--- config.mk ---
export PLATFORM = sky130hd
export DESIGN_NAME = fetch_queue
export DESIGN_NICKNAME = d
export VERILOG_FILES = /design/src/rtl/fetch_queue.sv
export SDC_FILE = /design/constraint.sdc
export NUM_CORES = 1
export LEC_CHECK = 0
export ABC_CLOCK_PERIOD_IN_PS = 2500
export BUFFER_PORTS_ARGS = -buffer_cell sky130_fd_sc_hd__buf_2
export CORE_MARGIN = 10
export CORE_UTILIZATION = 28
export CTS_CLUSTER_SIZE = 16
export DETAILED_ROUTE_END_ITERATION = 6
export PLACE_DENSITY_LB_ADDON = 0.25
export SLEW_MARGIN = 20
export SYNTH_ARGS = -nofsm -noshare
export SYNTH_HDL_FRONTEND = slang
export SYNTH_SLANG_ARGS = --single-unit
--- constraint.sdc ---
create_clock -name clk -period 2.5 [get_ports clk]
set_clock_uncertainty 0.1 [all_clocks]
set_input_delay 0 -clock clk [delete_from_list [all_inputs] [get_ports clk]]
set_output_delay 0 -clock clk [all_outputs]
set_load 0.01 [all_outputs]
--- src/rtl/fetch_queue.sv ---
// Instruction prefetch FIFO between fetch and decode; in_ready stalls the PC.
// Optional same-cycle empty-queue bypass enabled by FETCH_QUEUE_BYPASS_EN.
module fetch_queue #(
    parameter int DEPTH  = 4,
    parameter int ADDR_W = 2,
    parameter int XLEN   = 32
) (
    input  logic              clk,
    input  logic              reset,
    input  logic              flush,
    input  logic              in_valid,
    input  logic [XLEN-1:0]   in_pc,
    input  logic [XLEN-1:0]   in_instruction,
    output logic              in_ready,
    output logic              out_valid,
    output logic [XLEN-1:0]   out_pc,
    output logic [XLEN-1:0]   out_instruction,
    input  logic              out_ready,
    output logic [ADDR_W:0]   count
);

    localparam logic [ADDR_W:0] FULL_CNT = (ADDR_W + 1)'(DEPTH);

    logic [XLEN-1:0]   pc_mem_q  [DEPTH];
    logic [XLEN-1:0]   ins_mem_q [DEPTH];
    logic [ADDR_W-1:0] wr_ptr_q, wr_ptr_d;
    logic [ADDR_W-1:0] rd_ptr_q, rd_ptr_d;
    logic [ADDR_W:0]   count_q, count_d;
    logic              not_empty;
    logic              bypass;
    logic              enq;
    logic              deq;
    logic              wr_en;

    assign not_empty = (count_q != '0);
    assign in_ready  = (count_q != FULL_CNT);
    assign count     = count_q;

`ifdef FETCH_QUEUE_BYPASS_EN
    assign bypass = ~not_empty & in_valid & ~flush & ~reset;
`else
    assign bypass = 1'b0;
`endif

    // A bypassed pair that decode takes immediately never touches storage.
    assign enq   = in_valid & in_ready & ~(bypass & out_ready);
    assign deq   = not_empty & out_ready;
    assign wr_en = enq & ~flush & ~reset;

    always_comb begin
        out_valid       = not_empty | bypass;
        out_pc          = '0;
        out_instruction = '0;
        if (not_empty) begin
            out_pc          = pc_mem_q[rd_ptr_q];
            out_instruction = ins_mem_q[rd_ptr_q];
        end else if (bypass) begin
            out_pc          = in_pc;
            out_instruction = in_instruction;
        end
    end

    always_comb begin
        wr_ptr_d = wr_ptr_q;
        rd_ptr_d = rd_ptr_q;
        count_d  = count_q;
        if (flush) begin
            wr_ptr_d = '0;
            rd_ptr_d = '0;
            count_d  = '0;
        end else begin
            if (enq) wr_ptr_d = wr_ptr_q + 1'b1;
            if (deq) rd_ptr_d = rd_ptr_q + 1'b1;
            unique case ({enq, deq})
                2'b10:   count_d = count_q + 1'b1;
                2'b01:   count_d = count_q - 1'b1;
                default: count_d = count_q;
            endcase
        end
    end

    always_ff @(posedge clk) begin
        if (reset) begin
            wr_ptr_q <= '0;
            rd_ptr_q <= '0;
            count_q  <= '0;
        end else begin
            wr_ptr_q <= wr_ptr_d;
            rd_ptr_q <= rd_ptr_d;
            count_q  <= count_d;
        end
    end

    always_ff @(posedge clk) begin
        if (wr_en) begin
            pc_mem_q[wr_ptr_q]  <= in_pc;
            ins_mem_q[wr_ptr_q] <= in_instruction;
        end
    end

endmodule

==> parameters.txt <==
Parameter                              Value

Cells and area
  # nets final ... 768
  Fraction of layout cells with a size suffix above 1 ... 0.397
  Final Non-Filler Cells ... 1176
  Final antenna diode count ... 0
  Area overhead of the layout relative to synthesis ... 30.5%

GRT
  Largest net degree at the start of global routing ... 65
  Remaining global-route overflow ... 0
  Antenna violations before repair ... 0
  Busiest layer in global routing ... met2
  Met1 usage ... 0.128
  Vias in the first global route ... 5909
  Wire length of the first global-routing pass ... 34700 µm
  Overall global routing resource usage ... 0.100
  Met2 track demand over resource ... 0.167
  Global routing met3 resource utilization ... 0.0240

Floorplan
  Number of primary I/O pins ... 138
  Starting density of the core ... 0.285
  Area of the core region ... 35700 µm²
  Die area ... 44400 µm²
  Row count ... 69
  Die X ... 211 µm
  Die height ... 211 µm

Worst setup path
  Slowest stage cell, crit path ... or3b_4
  Crit end category ... flop
  Cells along the critical path ... or3b_4 > and2_4 > inv_1 > ha_2 > inv_2 > fa_2 > xor2_1 > or3_4 > a21oi_2
  Slowest Stage Delay on Critical Path ... 0.41 ns
  Highest fanout seen on the critical path ... 5
  Required arrival time at the worst endpoint ... 2.87 ns
  Startpoint class of the critical path ... flop
  WP data arrival ... 2.77 ns
  Start-to-end type of the worst setup path ... flop to flop
  Setup slack of the worst register-to-register path ... 0.1 ns

Yosys
  Mapped Area ... 10200 µm²
  Number of different library cells in the post-synthesis netlist ... 27
  Flops & latches, synth ... 265
  Number of cells produced by synthesis ... 459
  Average cell area after synthesis ... 22.2 µm²
  Synth warnings ... 0
  Commonest register cell after synthesis ... edfxtp_1
  Seq/Total Area, Yosys ... 0.773
  Count of flip-flops with a built-in enable after synthesis ... 256
  Post-Syn Nets ... 534
  Ys async rst share ... 0

STA
  Final slew viol count ... 0
  Max frequency ... 416 MHz
  Crit share post-route ... 0.962
  Setup total negative slack ... 0 ns
  Final hold violation count ... 0
  Final setup vio count ... 0
  Clock period minus final worst setup slack ... 2.40 ns
  Unrepaired setup endpoints after global routing ... no
  Transition time at the pin with the least slew margin ... 0.493 ns
  Relative slew slack ... 0.672

Run status
  Result of the run ... finished clean

Power and ir drop
  Internal portion of total power ... 0.00789 W
  Register share of total power ... 0.503
  Clock share of power ... 0.442
  Highest ir drop seen on vdd ... 0.000457 V
  Net switching fraction of the power ... 0.195
  Psw ... 0.00192 W
  Static leakage ... 4.58 nW
  Power per cell area ... 738 nW/µm²
  Portion of total power attributed to combinational logic ... 0.055

Place
  Placer's final routability congestion estimate ... 0.717
  # placed instances ... 1047
  Quantity of I/O buffers inserted on ports ... 137
  DPL Wire Length ... 13500 µm

Clocking
  Inserted Clock Buffers ... 29
  Number of H-tree branching levels ... 1
  Root buffer selected by CTS ... clkbuf_16
  Insertion delay of the later-clocked pin in the worst-skew pair ... 0.54 ns
  Largest buffer count on any clock path ... 3
  Number of clock sinks seen by CTS ... 265
  TritonCTS clock tree ... built
  Post-CTS clock slew at the launch and capture registers of the worst setup and hold paths ... 0.06 ns

Route
  Wire per inst ... 19.1 µm
  Detailed-routing iteration count for the pre-antenna-repair pass ... 4
  Number of vias after detailed routing ... 5145
  Final antenna-violating net count ... 0
  Number of vias per cell ... 4.38
  Initial detailed-routing violation count ... 230
  Routed Wire Length ... 22500 µm
  DR DRC count ... 0

Job
  Max-capacitance violation count ... 0

Worst hold path
  Classification of the worst-slack hold path ... input pin to flop
==> power groups by stage <==
stage / Clock [W] / Combinational, W / Sequential [W]
6_report: 0.00433 / 0.000542 / 0.00493
5_1_grt: 0.00469 / 0.000598 / 0.00493
4_1_cts: 0.00448 / 0.000552 / 0.00493
3_5_place_dp: 0 / 0.000458 / 0.00502
3_3_place_gp: 0 / 0.000444 / 0.00502
2_1_floorplan: 0 / 0.000220 / 0.00502
==> logic make-up (layout without fill, tap and decap cells) <==
group	Yosys count	after routing	share of synthesized area
AND/OR/NAND/NOR	83	83	0.0502
multiplexers	65	65	0.143
AO/OA/AOI/OAI	6	6	0.00430
buffers and inverters	30	286	0.0180
XOR/XNOR	4	4	0.00344
adder cells (fa/ha/maj)	6	6	0.00812
flip-flops	265	265	0.773
==> flip-flops by register name (all words and copies together), names as in the netlist, named ones only <==
name       flops
count          3
ins_mem_q    128
pc_mem_q     128
wr_ptr_q       2
rd_ptr_q       2
==> cell usage after synthesis, types with 2 or more instances <==
| master | instances | area share |
|---|---|---|
| a21oi_1 | 2 | 0.00098 |
| and2_1 | 64 | 0.039 |
| and3_2 | 4 | 0.0030 |
| buf_2 | 5 | 0.0025 |
| buf_6 | 8 | 0.0089 |
| clkbuf_1 | 9 | 0.0033 |
| dfxtp_1 | 9 | 0.018 |
| edfxtp_1 | 256 | 0.76 |
| ha_1 | 5 | 0.0061 |
| inv_1 | 7 | 0.0026 |
| mux4_2 | 64 | 0.14 |
| nand2_1 | 2 | 0.00074 |
| nor2_1 | 7 | 0.0026 |
| xor2_1 | 4 | 0.0034 |
==> path summary, 6_finish.rpt <==
check                                                   to  depth (start not counted)                      from
worst min register to register    wr_ptr_q[0]$_SDFFE_PP0P_                          2  wr_ptr_q[0]$_SDFFE_PP0P_
worst max-delay path                 count[2]$_SDFFE_PP0P_                          9     count[1]$_SDFFE_PP0P_
worst max register to register       count[2]$_SDFFE_PP0P_                          9     count[1]$_SDFFE_PP0P_
worst min-delay path            ins_mem_q[2][16]$_DFFE_PP_                          2        in_instruction[16]
==> per-layer routing <==
metal / routed length (µm) / vias up / part of all wire
li1: - / 2321 / -
met1: 9800 / 2673 / 0.44
met2: 11000 / 116 / 0.49
met3: 1230 / 35 / 0.055
met4: 426 / 0 / 0.019
met5: 0 / - / 0
==> through the flow <==
stage | hold slack (ns) | area [µm²] | util | setup slack, ns | power [W]
floorplan | -0.00113 | 10200 | - | 0.0113 | 0.00524
global placement | 0.108 | 11500 | 0.322 | 0.0606 | 0.00546
detailed placement | 0.119 | 11500 | 0.322 | -0.0278 | 0.00548
CTS | 0.0912 | 13200 | 0.370 | 0.0173 | 0.00996
global route | 0.0989 | 13300 | 0.371 | 0.0371 | 0.0102
finish | 0.112 | 13300 | 0.371 | 0.0960 | 0.00980
==> area by class of cell <==
type	count	area, µm²
fill	3330	22500
sequential	265	7890
multi-input combinational	164	2160
timing repair buffer	226	1630
clock buffer	38	820
tap	461	577
clock inverter	15	178
inverter	7	26.3
==> cell usage in the layout (no fill, tap or decap), types with 5 or more instances in the layout <==
cell           synthesis  layout
and2_1                64      64
buf_12                 0       8
buf_2                  5     137
buf_4                  1      10
clkbuf_16              0      29
clkbuf_8               0       6
clkinv_2               0       5
dfxtp_4                0       5
dlygate4sd3_1          0      71
edfxtp_1             256     256
inv_1                  7       6
mux4_2                64      64
nor2_1                 7       7
==> worst max-delay path, delay by kind of cell, from the launching register on <==
family	cells	cell delay, ns
simple gates	3	0.89
flops	1	0.36
compound gates	1	0.12
buf+inv	2	0.11
fa+ha+maj	2	0.59
xor+xnor	1	0.16
==> timing repair <==
| item | CTS | global route |
|---|---|---|
| buffers inserted | 1 | 4 |
| setup endpoints to repair | 30 | 1 |
| pin swaps | 1 | 3 |
| endpoints found under the hold margin | 265 | 0 |
| resized for setup | 1 | 4 |
| hold buffers | 71 | 0 |
Power figures use the tool's default switching activity.
